`src/rtl/aes_uart_pkg.sv`:
```
// Constants and types shared by the transmit and receive halves of the AES-over-UART link.
package aes_uart_pkg;
  localparam int FRAME_BYTES = 16;
  localparam int BLOCK_W     = 8 * FRAME_BYTES;
  localparam int PAYLOAD_W   = 112;
  localparam int CRC_W       = 16;
  localparam logic [CRC_W-1:0] CRC_POLY = 16'h8005;
  localparam logic [CRC_W-1:0] CRC_INIT = 16'h0000;

  typedef enum logic [2:0] {IDLE, COLLECT, LATCH, CRC_RUN, DONE} rx_state_e;

  // One MSB-first CRC step in the direct (non-augmented) form.
  function automatic logic [CRC_W-1:0] crc16_next(input logic [CRC_W-1:0] crc,
                                                  input logic             bit_in,
                                                  input logic [CRC_W-1:0] poly);
    return {crc[CRC_W-2:0], 1'b0} ^ ((crc[CRC_W-1] ^ bit_in) ? poly : '0);
  endfunction
endpackage

```
`src/rtl/aes_uart_rx_frame_if.sv`:
```
// Byte input, decipher loop-back and frame result bundle of the receive frame controller.
interface aes_uart_rx_frame_if;
  import aes_uart_pkg::*;

  logic [7:0]           rx_byte;
  logic                 rx_valid;
  logic [BLOCK_W-1:0]   cipher_block;
  logic [BLOCK_W-1:0]   plain_in;
  logic [PAYLOAD_W-1:0] data_out;
  logic [CRC_W-1:0]     crc_rx;
  logic                 frame_valid;
  logic                 crc_ok;
  logic                 ack;
  logic                 frame_err;
  logic                 overrun;
  logic                 busy;

  modport master (
    output rx_byte, rx_valid, plain_in, ack,
    input  cipher_block, data_out, crc_rx, frame_valid, crc_ok, frame_err, overrun, busy
  );

  modport slave (
    input  rx_byte, rx_valid, plain_in, ack,
    output cipher_block, data_out, crc_rx, frame_valid, crc_ok, frame_err, overrun, busy
  );
endinterface

```
`src/rtl/crc16_serial.sv`:
```
// Bit-serial CRC16 engine, one message bit per enabled cycle, MSB first.
module crc16_serial
  import aes_uart_pkg::*;
#(
  parameter logic [CRC_W-1:0] POLY = aes_uart_pkg::CRC_POLY,
  parameter logic [CRC_W-1:0] INIT = aes_uart_pkg::CRC_INIT
) (
  input  logic             clk,
  input  logic             reset,
  input  logic             init,
  input  logic             en,
  input  logic             bit_in,
  output logic [CRC_W-1:0] crc
);
  logic [CRC_W-1:0] crc_q, crc_d;

  always_comb begin
    crc_d = crc_q;
    if (init) begin
      crc_d = INIT;
    end else if (en) begin
      crc_d = crc16_next(crc_q, bit_in, POLY);
    end
  end

  always_ff @(posedge clk) begin
    if (!reset) begin
      crc_q <= '0;
    end else begin
      crc_q <= crc_d;
    end
  end

  assign crc = crc_q;
endmodule

```
`src/rtl/aes_uart_rx_frame.sv`:
```
// Receive frame controller: assembles a cipher block from UART bytes, latches the deciphered
// text, re-checks its CRC bit-serially and holds payload and status until acknowledged.
module aes_uart_rx_frame
  import aes_uart_pkg::BLOCK_W, aes_uart_pkg::PAYLOAD_W, aes_uart_pkg::CRC_W,
         aes_uart_pkg::FRAME_BYTES, aes_uart_pkg::rx_state_e, aes_uart_pkg::IDLE,
         aes_uart_pkg::COLLECT, aes_uart_pkg::LATCH, aes_uart_pkg::CRC_RUN, aes_uart_pkg::DONE;
#(
  parameter int               BYTES    = FRAME_BYTES,
  parameter logic [CRC_W-1:0] CRC_POLY = aes_uart_pkg::CRC_POLY,
  parameter logic [CRC_W-1:0] CRC_INIT = aes_uart_pkg::CRC_INIT,
  parameter int               TIMEOUT  = 100000
) (
  input logic                clk,
  input logic                reset,
  aes_uart_rx_frame_if.slave bus
);
  localparam int CNT_W = $clog2(BYTES + 1);
  localparam int TMR_W = $clog2(TIMEOUT + 1);
  localparam int IDX_W = $clog2(BLOCK_W);

  rx_state_e            state_q, state_d;
  logic [BLOCK_W-1:0]   cipher_q, cipher_d;
  logic [BLOCK_W-1:0]   plain_q, plain_d;
  logic [CNT_W-1:0]     count_q, count_d;
  logic [TMR_W-1:0]     timer_q, timer_d;
  logic [IDX_W-1:0]     bit_idx_q, bit_idx_d;
  logic [PAYLOAD_W-1:0] data_out_q, data_out_d;
  logic [CRC_W-1:0]     crc_rx_q, crc_rx_d;
  logic                 frame_err_q, frame_err_d;
  logic                 overrun_q, overrun_d;
  logic                 crc_init, crc_en, crc_bit;
  logic [CRC_W-1:0]     crc_value;

  // Payload bits sit above the CRC field, walked from plain[127] down to plain[16].
  assign crc_bit = plain_q[IDX_W'(CRC_W) + bit_idx_q];

  crc16_serial #(
    .POLY (CRC_POLY),
    .INIT (CRC_INIT)
  ) u_crc (
    .clk    (clk),
    .reset  (reset),
    .init   (crc_init),
    .en     (crc_en),
    .bit_in (crc_bit),
    .crc    (crc_value)
  );

  always_comb begin
    state_d     = state_q;
    cipher_d    = cipher_q;
    plain_d     = plain_q;
    count_d     = count_q;
    timer_d     = timer_q;
    bit_idx_d   = bit_idx_q;
    data_out_d  = data_out_q;
    crc_rx_d    = crc_rx_q;
    frame_err_d = 1'b0;
    overrun_d   = overrun_q;
    crc_init    = 1'b0;
    crc_en      = 1'b0;

    case (state_q)
      IDLE: begin
        if (bus.rx_valid) begin
          cipher_d = {cipher_q[BLOCK_W-9:0], bus.rx_byte};
          count_d  = CNT_W'(1);
          timer_d  = '0;
          state_d  = COLLECT;
        end
      end
      COLLECT: begin
        // A full block leaves COLLECT one cycle later; a byte in that cycle has nowhere to go.
        if (count_q == CNT_W'(BYTES)) begin
          state_d = LATCH;
          if (bus.rx_valid) overrun_d = 1'b1;
        end else if (bus.rx_valid) begin
          cipher_d = {cipher_q[BLOCK_W-9:0], bus.rx_byte};
          count_d  = count_q + CNT_W'(1);
          timer_d  = '0;
        end else if (timer_q == TMR_W'(TIMEOUT - 1)) begin
          cipher_d    = '0;
          count_d     = '0;
          timer_d     = '0;
          frame_err_d = 1'b1;
          state_d     = IDLE;
        end else begin
          timer_d = timer_q + TMR_W'(1);
        end
      end
      LATCH: begin
        plain_d   = bus.plain_in;
        crc_init  = 1'b1;
        bit_idx_d = IDX_W'(PAYLOAD_W - 1);
        state_d   = CRC_RUN;
        if (bus.rx_valid) overrun_d = 1'b1;
      end
      CRC_RUN: begin
        crc_en = 1'b1;
        if (bus.rx_valid) overrun_d = 1'b1;
        if (bit_idx_q == '0) begin
          data_out_d = plain_q[BLOCK_W-1 -: PAYLOAD_W];
          crc_rx_d   = plain_q[CRC_W-1:0];
          state_d    = DONE;
        end else begin
          bit_idx_d = bit_idx_q - IDX_W'(1);
        end
      end
      DONE: begin
        if (bus.rx_valid) overrun_d = 1'b1;
        if (bus.ack) begin
          count_d = '0;
          state_d = IDLE;
        end
      end
      default: state_d = IDLE;
    endcase
  end

  always_ff @(posedge clk) begin
    if (!reset) begin
      state_q     <= IDLE;
      cipher_q    <= '0;
      plain_q     <= '0;
      count_q     <= '0;
      timer_q     <= '0;
      bit_idx_q   <= '0;
      data_out_q  <= '0;
      crc_rx_q    <= '0;
      frame_err_q <= 1'b0;
      overrun_q   <= 1'b0;
    end else begin
      state_q     <= state_d;
      cipher_q    <= cipher_d;
      plain_q     <= plain_d;
      count_q     <= count_d;
      timer_q     <= timer_d;
      bit_idx_q   <= bit_idx_d;
      data_out_q  <= data_out_d;
      crc_rx_q    <= crc_rx_d;
      frame_err_q <= frame_err_d;
      overrun_q   <= overrun_d;
    end
  end

  assign bus.cipher_block = cipher_q;
  assign bus.data_out     = data_out_q;
  assign bus.crc_rx       = crc_rx_q;
  assign bus.frame_valid  = (state_q == DONE);
  assign bus.crc_ok       = (state_q == DONE) && (crc_value == plain_q[CRC_W-1:0]);
  assign bus.frame_err    = frame_err_q;
  assign bus.overrun      = overrun_q;
  assign bus.busy         = (state_q == LATCH) || (state_q == CRC_RUN) || (state_q == DONE);
endmodule

```
`src/flat_wrapper.sv`:
```
// flat-port wrapper written by rule: the top's interface ports become plain ports
module aes_uart_rx_frame_flat import aes_uart_pkg::BLOCK_W, aes_uart_pkg::PAYLOAD_W, aes_uart_pkg::CRC_W,
         aes_uart_pkg::FRAME_BYTES, aes_uart_pkg::rx_state_e, aes_uart_pkg::IDLE,
         aes_uart_pkg::COLLECT, aes_uart_pkg::LATCH, aes_uart_pkg::CRC_RUN, aes_uart_pkg::DONE;
#(
  parameter int               BYTES    = FRAME_BYTES,
  parameter logic [CRC_W-1:0] CRC_POLY = aes_uart_pkg::CRC_POLY,
  parameter logic [CRC_W-1:0] CRC_INIT = aes_uart_pkg::CRC_INIT,
  parameter int               TIMEOUT  = 100000
)
  (clk, reset, bus_rx_byte, bus_rx_valid, bus_plain_in, bus_ack, bus_cipher_block, bus_data_out, bus_crc_rx, bus_frame_valid, bus_crc_ok, bus_frame_err, bus_overrun, bus_busy);
  aes_uart_rx_frame_if bus_i ();
  input logic clk;
  input logic reset;
  input wire logic [$bits(bus_i.rx_byte)-1:0] bus_rx_byte;
  input wire logic [$bits(bus_i.rx_valid)-1:0] bus_rx_valid;
  input wire logic [$bits(bus_i.plain_in)-1:0] bus_plain_in;
  input wire logic [$bits(bus_i.ack)-1:0] bus_ack;
  output wire logic [$bits(bus_i.cipher_block)-1:0] bus_cipher_block;
  output wire logic [$bits(bus_i.data_out)-1:0] bus_data_out;
  output wire logic [$bits(bus_i.crc_rx)-1:0] bus_crc_rx;
  output wire logic [$bits(bus_i.frame_valid)-1:0] bus_frame_valid;
  output wire logic [$bits(bus_i.crc_ok)-1:0] bus_crc_ok;
  output wire logic [$bits(bus_i.frame_err)-1:0] bus_frame_err;
  output wire logic [$bits(bus_i.overrun)-1:0] bus_overrun;
  output wire logic [$bits(bus_i.busy)-1:0] bus_busy;
  assign bus_i.rx_byte = bus_rx_byte;
  assign bus_i.rx_valid = bus_rx_valid;
  assign bus_i.plain_in = bus_plain_in;
  assign bus_i.ack = bus_ack;
  assign bus_cipher_block = bus_i.cipher_block;
  assign bus_data_out = bus_i.data_out;
  assign bus_crc_rx = bus_i.crc_rx;
  assign bus_frame_valid = bus_i.frame_valid;
  assign bus_crc_ok = bus_i.crc_ok;
  assign bus_frame_err = bus_i.frame_err;
  assign bus_overrun = bus_i.overrun;
  assign bus_busy = bus_i.busy;
  aes_uart_rx_frame #(.BYTES(BYTES), .CRC_POLY(CRC_POLY), .CRC_INIT(CRC_INIT), .TIMEOUT(TIMEOUT)) u_core (.clk(clk), .reset(reset), .bus(bus_i));
endmodule
```
`config.mk`:
```
export PLATFORM = sky130hd
export DESIGN_NAME = aes_uart_rx_frame_flat
export DESIGN_NICKNAME = d
export VERILOG_FILES = /design/src/rtl/aes_uart_pkg.sv /design/src/rtl/aes_uart_rx_frame_if.sv /design/src/rtl/crc16_serial.sv /design/src/rtl/aes_uart_rx_frame.sv /design/src/flat_wrapper.sv
export SDC_FILE = /design/constraint.sdc
export NUM_CORES = 1
export LEC_CHECK = 0
export ABC_AREA = 1
export CAP_MARGIN = 20
export CORE_ASPECT_RATIO = 1.2
export CORE_MARGIN = 4
export CORE_UTILIZATION = 50
export CTS_CLUSTER_SIZE = 20
export DETAILED_ROUTE_END_ITERATION = 10
export GPL_TIMING_DRIVEN = 0
export PLACE_DENSITY_LB_ADDON = 0.08
export SLEW_MARGIN = 10
export SYNTH_ARGS = -nofsm -noshare
export SYNTH_HDL_FRONTEND = slang
export SYNTH_SLANG_ARGS = --single-unit
```
`constraint.sdc`:
```
create_clock -name clk -period 2.5 [get_ports clk]
set_input_delay 0.5 -clock clk [delete_from_list [all_inputs] [get_ports clk]]
set_output_delay 0.5 -clock clk [all_outputs]
set_load 0.05 [all_outputs]
```
After elaboration in Yosys (flattened, before gate mapping)
Cells that the tools add are included.
{"block": "op_classes", "n_addsub": 4, "magnitude_cmp": 1, "n_eq_ne": 16, "n_mux": 34, "bitwise_logic": 4, "reduce_logical": 19}
{"operator": "$mux 128", "n": 4}
{"operator": "$pmux 128 s2", "n": 1}
{"operator": "$mux 17", "n": 4}
{"operator": "$pmux 17 s2", "n": 1}
{"operator": "$mux 5", "n": 5}
{"operator": "$mux 3", "n": 6}
{"operator": "$add 17x1->17 const B", "n": 1}
{"operator": "$eq 17x17->1 const B", "n": 1}
{"operator": "$eq 16x16->1", "n": 1}
{"operator": "$mux 16", "n": 1}
{"operator": "$xor 16x16->16", "n": 1}
{"operator": "$pmux 3 s5", "n": 1}
{"operator": "$pmux 5 s3", "n": 1}
{"operator": "$pmux 7 s2", "n": 1}
{"operator": "$reduce_and 5->1", "n": 2}
{"operator": "$lt 7x8->1 const B", "n": 1}
{"operator": "$ne 2x2->1 const B", "n": 4}
{"operator": "$add 5x7->7 const A", "n": 1}
{"operator": "$bmux 1 s7", "n": 1}
{"operator": "$logic_not 7->1", "n": 1}
{"operator": "$mux 7", "n": 1}
{"operator": "$sub 7x1->7 const B", "n": 1}
{"operator": "$eq 3x2->1 const B", "n": 2}
{"operator": "$mux 1", "n": 6}
{"operator": "21 further kinds", "n": 29}
{"block": "totals", "ff_bits": 434, "inputBits": 140, "out_inout_bits": 261, "word_cells": 89}

Longest topological paths before layout
Gate-level depths: netlist (run 1).
{"block": "depth", "word_depth": 6, "mapped_depth": 18, "mapped_depth_nobuf": 16}

Modules after synthesis
From an unflattened synthesis (run 1), not the netlist that was laid out.
{"block": "unflattened", "cells_unflattened": 2310, "area_unflattened_um2": 17214.0}
{"module": "aes_uart_rx_frame", "instances": 1, "cells_per_inst": 2226, "area_per_inst_um2": 16479.6, "seq_area_each_um2": 8368.0}
{"module": "crc16_serial", "instances": 1, "cells_per_inst": 84, "area_per_inst_um2": 734.5, "seq_area_each_um2": 320.3}

Worst setup path after synthesis (run 1)
OpenSTA, ideal clock, no wires.
{"block": "synth_timing", "path_kind": "reg2out", "start": "register u_core.state_q[1]", "end": "output bus_crc_ok", "arrival_ps": 2754, "path_slack_ps": -754, "stages_incl_launch_ff": 6, "path_buffers": 0, "cell_sequence": "dfxtp_1 -> nor3_1 -> inv_1 -> nor4_1 -> nand3_1 -> nor2_1"}
{"block": "synth_via", "elab_chain_cells": 2}
{"element": "start, declared", "line_no": "aes_uart_rx_frame.sv:21", "rtl": "rx_state_e state_q, state_d;"}
{"element": "start signal, assigned", "line_no": "aes_uart_rx_frame.sv:133", "rtl": "state_q <= state_d;"}
{"element": "$eq 3x3->1"}
{"element": "net bus_frame_valid", "line_no": "flat_wrapper.sv:22", "rtl": "output wire logic [$bits(bus_i.frame_valid)-1:0] bus_frame_valid;"}
{"element": "$logic_and 1x1->1", "line_no": "aes_uart_rx_frame.sv:150", "rtl": "assign bus.crc_ok = (state_q == DONE) && (crc_value == plain_q[CRC_W-1:0]);"}
{"element": "end, declared", "line_no": "flat_wrapper.sv:23", "rtl": "output wire logic [$bits(bus_i.crc_ok)-1:0] bus_crc_ok;"}
The timed path passes the listed nets, and every way through them passes these cells.

Worst setup path after layout (run 1)
{"block": "layout_timing", "start": "register u_core.state_q[2]", "end": "output bus_crc_ok"}
{"block": "layout_via", "elab_chain_cells": 2}
{"element": "$eq 3x3->1", "line_no": "aes_uart_rx_frame.sv:150"}
{"element": "$logic_and 1x1->1", "line_no": "aes_uart_rx_frame.sv:150"}
Every way passes these cells.

==> results of run 1 <==
where the power goes:
part           switching, mW  total [mW]  leakage (nW)  internal (mW)
Sequential            0.0297        6.97          3.50           6.94
Clock                   2.69        6.62         0.730           3.93
Combinational          0.547       0.899          4.15          0.352
sequential cells by signal (all words and copies together), names as in the netlist:
signal,cells
u_core.plain_q,128
u_core.u_crc.crc,16
u_core.state_q,3
u_core.bit_idx_q,7
u_core.timer_q,17
u_core.bus.overrun,1
u_core.bus.crc_rx,16
u_core.bus.data_out,112
u_core.count_q,5
u_core.bus.frame_err,1
u_core.bus.cipher_block,128
placed cells by master (no fill, tap or decap), types with 16 or more instances in the layout:
cell	count
o21ai_0	272
inv_1	155
nor2_1	128
clkbuf_1	88
clkbuf_2	37
clkbuf_8	16
nand2_1	312
nand3_1	227
clkdlybuf4s50_1	396
buf_2	24
clkbuf_16	45
dfxtp_1	429
a21oi_1	382
logic make-up (layout without fill, tap and decap cells):
logic type | Yosys count | count (layout) | synth area share, %
compound gates | 694 | 694 | 21.1
xor+xnor | 11 | 11 | 0.570
fa+ha+maj | 8 | 8 | 0.592
buf+inv | 334 | 813 | 7.63
flops | 434 | 434 | 51.4
other cells | 0 | 4 | 0
simple gates | 721 | 721 | 18.7
layout make-up:
class,count,area [um2]
clock inverters,10,100
inverters,166,631
repair buffers,404,4050
plain buffers,166,747
diodes,4,10.0
clock buffers,67,1360
flip-flops and latches,434,8690
fillers,2786,10100
well taps,450,563
multi-input cells,1434,6980
worst min-delay path: stages (launching register included):
cell	delay, ns
dfxtp_1	0.31
inv_1	0.07
a21oi_1	0.06
worst paths after layout:
check                     startpoint                      end  slack (ns)  cells after the start
setup / recovery   u_core.state_q[2]               bus_crc_ok        0.04                      7
hold / removal    u_core.plain_q[54]  u_core.bus.data_out[38]        0.47                      2
setup reg to reg   u_core.state_q[0]      u_core.plain_q[123]        0.12                      6
hold reg to reg   u_core.plain_q[54]  u_core.bus.data_out[38]        0.47                      2
per-layer routing:
metal | wire length, um | track usage [%]
met5 | 25 | 0
met4 | 3480 | 17.0
met3 | 5370 | 7.44
met2 | 29700 | 54.2
met1 | 22200 | 35.2
synth_stat cells:
cell type  number  area share, %
inv_1         158            3.5
nor3_2          1          0.059
ha_1            8           0.59
nor3b_1         2          0.089
or2_2           4           0.15
o22ai_1         5           0.18
xor2_1          8           0.41
buf_2          30           0.89
clkinv_1        3          0.067
nor3_1         10           0.30
nand2_1       313            6.9
xnor2_1         3           0.16
o211ai_1       14           0.62
and3_1          1          0.037
nor2_8          1           0.12
clkbuf_1      119            2.6
nor2_1        131            2.9
nor4_1          6           0.22
o311a_1         1          0.059
a211oi_1        6           0.27
a31oi_1         5           0.18
dfxtp_1       434             51
nor2_4          5           0.33
inv_2           5           0.11
a221oi_1        6           0.31
nand2_4         1          0.067
nand4_1        13           0.48
a21oi_1       382             11
nor2_2          1          0.037
or2_1           1          0.037
nor3_4          1          0.096
nand2_2         3           0.11
a21oi_4         1          0.096
buf_1          19           0.42
o21ai_0       272            8.0
o21ai_1         2          0.059
nand3_1       227            6.7
timing repair:
item	4_1_cts	5_1_grt
buffers inserted	3	2
endpoints found under the setup margin	141	210
pin swaps	5	3
gates resized for setup	52	54
==> impl_metrics.py, run 1 <==
metrics = {
    "route": {
        "first_iter_violations": 1536,
        "routed_wirelength_um": 60800,
        "vias": 17600,
        "via_per_inst": 5.61,
        "drc": 0,
        "antenna_left": 0,
        "wire_per_inst_um": 19.4,
        "drtPass1Iterations": 6,
    },
    "setup_path": {
        "path_class": "reg -> out",
        "start_kind": "flop",
        "path_max_fanout": 4,
        "end_kind": "primary output",
        "cp_data_required_time_ns": 2.00,
        "crit_family": "simple AND/OR/NAND/NOR gates",
        "critPathArrivalTime_ns": 1.96,
        "slowest_stage": "dfxtp_2",
        "crit_path_frequent_cell": "inv_2",
        "critPathBufInv": 3,
        "critical-path-max-stage-delay_ns": 0.34,
        "crit_path_cell_trace": "inv_2, nor3_4, inv_2, nor4_2, nand3_1, nor2_4, buf_8",
    },
    "flow_run": {
        "cap_viol_max_count": 0,
    },
    "clocking": {
        "ctsHoldBuffers": 0,
        "cts_buffer_depth": 3,
        "htreeDepth": 2,
        "clock-sinks": 434,
        "clockRootBuffer": "clkbuf_16",
        "cts_made_buffers": 43,
        "clk_transition_reported_paths_ns": 0.06,
        "cts_tree": "built",
        "clk_latency_ns": 0.56,
    },
    "cells_and_area": {
        "fin_nets": 2797,
        "fin_area_mm2": 0.0231,
        "final_cells": 3135,
        "drive_gt1_share_pct": 6.98,
        "final_util_pct": 69.6,
        "syn2layout_area_growth_pct": 36.8,
    },
    "placed_design": {
        "post-place-ws_ns": -1.02,
        "port-buffer-count": 399,
        "placedCellCount": 3051,
        "gp_congestion": 0.941,
        "dp_hpwl_um": 44600,
        "place_area_mm2": 0.0215,
    },
    "pwr": {
        "ir_worst_vdd_v": 0.000463,
        "finalPower_mw": 14.5,
        "powerDensity_mw_per_mm2": 627,
        "leakagePower_nw": 8.38,
    },
    "timing": {
        "relSlewSlack_pct": 31.8,
        "skew_ns": 0.0165,
        "timing.fmax_mhz": 406,
        "min_period_ns": 2.46,
        "worstMarginPinSlew_ns": 1.02,
        "fin_crit_sh_pct": 98.6,
        "setup_viol": 0,
        "holdWs_ns": 0.467,
        "hold_viol_final": 0,
        "tns_ns": 0,
        "layout_setup_ws_ns": 0.0358,
        "maxSlewViolCount": 0,
        "grt_setup_unrepaired": "true",
    },
    "global_routing": {
        "antenna_found_initial": 6,
        "grt_max_degree": 15,
        "grt-ovfl-total": 0,
        "grt_pass1_vias": 17000,
        "grt_pass1_wl_um": 91700,
        "grt_use_total_pct": 31.2,
    },
    "floorplan": {
        "start_util_pct": 50.9,
        "die_h_um": 209,
        "die_x_um": 176,
        "ios": 401,
        "rows": 73,
        "core_area_mm2": 0.0332,
        "design.die.area_mm2": 0.0368,
    },
    "yosys": {
        "syn_inst": 2202,
        "syn_nets": 2350,
        "ys_seq_area_share_pct": 51.4,
        "synth-seq-cells": 434,
        "syn-mean-instance-area_um2": 7.68,
        "yosysWarningCount": 0,
        "synth_cell_types": 37,
        "synthesis.area_mm2": 0.0169,
    },
    "status": {
        "status": "complete, no violations",
    },
    "hold_path": {
        "hold_class": "reg -> reg",
    },
}
Note: power is estimated with default switching activity, not from simulation.
==> inputs of run 2 (changes only) <==
--- a/config.mk
+++ b/config.mk
@@ -7,3 +7,3 @@
 export LEC_CHECK = 0
-export ABC_AREA = 1
+export ABC_AREA = 0
 export CAP_MARGIN = 20
==> constraint.sdc (replaced) <==
create_clock -name clk -period 2.5 [get_ports clk]
set_input_delay 0.375 -clock clk [delete_from_list [all_inputs] [get_ports clk]]
set_output_delay 0.375 -clock clk [all_outputs]
set_load 0.05 [all_outputs]
==> run 2 against run 1 <==
The run now ends with setup timing left; worst hold slack worse by 0.092 ns; fmax is 7.0% lower; combinational power is 99% higher; power is 5.7% higher; synthesized area hardly changed; critical path type is now reg -> reg; clock power is 2% lower; clock skew is 0.0015 ns lower; via count is 6.7% lower; sequential cell count stayed put; clock-buffer cell count is 2 higher.
==> impl_metrics.py, run 2 <==
metrics = {
    "timing": {
        "timing.fmax_mhz": 377,
        "layout_setup_ws_ns": -0.149,
        "setup_viol": 143,
        "maxSlewViolCount": 0,
        "relSlewSlack_pct": 39.0,
        "skew_ns": 0.0149,
        "worstMarginPinSlew_ns": 0.915,
        "min_period_ns": 2.65,
        "grt_setup_unrepaired": "true",
        "fin_crit_sh_pct": 106,
        "hold_viol_final": 0,
    },
    "yosys": {
        "synth_most_common_cell": "nand2_1",
        "ys_seq_area_share_pct": 51.3,
        "synth_enable_flop_cells": 0,
        "syn_inst": 2090,
        "synthArstFlopShare_pct": 0,
        "synth_cell_types": 58,
        "netlist_top_cells_area": "dfxtp_1 (51%), nand2_1 (16%), a21oi_1 (12%)",
        "synthesis.area_mm2": 0.0169,
        "synthFlopType": "dfxtp_1",
        "synth.largest_area_cell": "dfxtp_1",
        "synth_commonest_cells": "nand2_1 (699), dfxtp_1 (434), a21oi_1 (409), nand3_1 (137), clkbuf_1 (120)",
        "yosysTopAreaCellShare_pct": 51.3,
        "yosysWarningCount": 0,
        "syn-mean-instance-area_um2": 8.10,
        "synth-seq-cells": 434,
        "syn_nets": 2238,
    },
    "cells_and_area": {
        "fillers": 2674,
        "layout_common_cells": "nand2_1 (668), dfxtp_1 (428), clkdlybuf4s50_1 (396)",
        "drive_gt1_share_pct": 11.6,
        "final_common_cell": "nand2_1",
        "fin_nets": 2699,
        "final_cells": 3033,
        "syn2layout_area_growth_pct": 41.5,
    },
    "route": {
        "drtPass1Iterations": 7,
        "drc": 0,
        "antenna_left": 0,
        "via_per_inst": 5.41,
        "wire_per_inst_um": 18.2,
        "vias": 16400,
        "routed_wirelength_um": 55300,
        "first_iter_violations": 1030,
    },
    "setup_path": {
        "path_max_fanout": 10,
        "reg2reg_depth": 9,
        "path_class": "reg -> reg",
        "slowest_stage": "or4b_4",
        "critical-path-max-stage-delay_ns": 0.55,
        "cp_data_required_time_ns": 2.91,
        "r2r_slack_ns": -0.15,
        "crit_family": "simple AND/OR/NAND/NOR gates",
        "crit_path_cell_trace": "or4b_4, nor3_4, a21oi_4, or3b_4, or3_4, buf_12, buf_6, nand2_1, a21oi_1",
        "critPathArrivalTime_ns": 3.06,
        "cp.depth": 9,
        "start_kind": "flop",
        "critPathBufInv": 2,
        "end_kind": "flop",
    },
    "pwr": {
        "leakagePower_nw": 8.08,
        "powerDensity_mw_per_mm2": 640,
        "ir_worst_vdd_v": 0.000519,
    },
    "floorplan": {
        "design.die.area_mm2": 0.0369,
        "die_h_um": 210,
        "rows": 73,
        "ios": 401,
        "die_x_um": 176,
        "start_util_pct": 50.9,
        "core_area_mm2": 0.0332,
    },
    "global_routing": {
        "grt_max_degree": 15,
        "grt_pass1_wl_um": 83900,
        "grt_use_total_pct": 28.1,
        "grt_pass1_vias": 15900,
        "antenna_found_initial": 5,
        "grt-ovfl-total": 0,
    },
    "clocking": {
        "cts_made_buffers": 43,
        "clk_latency_ns": 0.55,
        "cts_tree": "built",
        "clk_transition_reported_paths_ns": 0.06,
        "cts_buffer_depth": 3,
        "clock-sinks": 434,
        "htreeDepth": 2,
        "clockRootBuffer": "clkbuf_16",
    },
    "hold_path": {
        "min_delay_path_depth": 3,
        "hold_class": "in -> reg",
    },
    "placed_design": {
        "dp_hpwl_um": 40400,
        "placedCellCount": 2939,
        "post-place-ws_ns": -1.01,
        "gp_congestion": 0.935,
        "port-buffer-count": 399,
    },
    "status": {
        "violations": "setup timing",
        "status": "complete, but fails checks",
    },
    "flow_run": {
        "cap_viol_max_count": 0,
    },
}
[run 2: cell types whose count changed in the layout (fill, tap and decap cells not counted), sizes merged, moves of 26 or more]
cell	change
nand2	+382
o21ai	-268
inv	-154
nor2	-95
nand3	-90
a21oi	+26
[run 2: metrics by stage]
step / instance area (um2) / hold slack (ns) / utilization, % / power [mW] / setup TNS (ns)
after floorplan: 16900 / 0.442 / - / 7.97 / 0
after global placement: 21500 / 0.440 / 64.6 / 8.51 / -147.12
after detailed placement: 21500 / 0.447 / 64.6 / 8.52 / -158.25
after CTS: 23300 / 0.285 / 70.0 / 15.1 / -12.29
after global routing: 24000 / 0.387 / 72.1 / 15.8 / -25.97
final: 24000 / 0.375 / 72.1 / 15.3 / -15.21
[run 2: worst min-delay path: stages]
cell and delay (ns):
clkdlybuf4s50_1 0.40, nand2_1 0.06, a21oi_1 0.05
[run 2: layout make-up]
type / instances / area, um2 / area share (%)
inverter: 9 / 37.5 / 0.157
buffer: 164 / 1030 / 4.29
timing repair buffer: 417 / 4210 / 17.6
sequential: 434 / 8700 / 36.3
clock buffer: 69 / 1350 / 5.62
multi-input combinational: 1482 / 7990 / 33.4
tap: 450 / 563 / 2.35
antenna: 3 / 7.51 / 0.0313
clock inverter: 5 / 78.8 / 0.329
[run 2: routing by layer]
layer  vias up  wire length [um]  track usage (%)
li1       7937                 -                -
met4         4              2620             12.7
met5         -                27                0
met2       590             27600             49.4
met1      7715             20800             31.6
met3       152              4170             7.93
[run 2: report_power, final]
group	internal, mW	switching (mW)	total (mW)	leakage [nW]
clock network	3.88	2.65	6.52	0.702
registers	6.96	0.0515	7.01	3.50
logic	0.748	1.04	1.79	3.88
total	11.6	3.74	15.3	8.08
[run 2: kinds of logic after synthesis]
logic type	after synthesis	synth area share [%]
DFF	434	51.3
xor gates and xnor gates	42	2.17
muxes	44	4.44
AOI/OAI and AO/OA	447	13.9
buffers and inverters	174	4.55
and+or+nand+nor	941	23.1
adders and majority gates	8	0.591
[run 2: worst paths after layout]
check,from,end
worst min-delay path,bus_plain_in[3],u_core.plain_q[3]
worst min register to register,u_core.bus.data_out[28],u_core.bus.data_out[28]
worst max-delay path,u_core.timer_q[5],u_core.bus.cipher_block[60]
worst max register to register,u_core.timer_q[5],u_core.bus.cipher_block[60]
[run 2: repair_timing]
action / CTS / global route
pin swaps: 9 / 49
hold buffers: 0 / 0
gates resized for setup: 125 / 167
gates cloned: 1 / 4
endpoints found under the setup margin: 383 / 369
setup buffers: 3 / 10
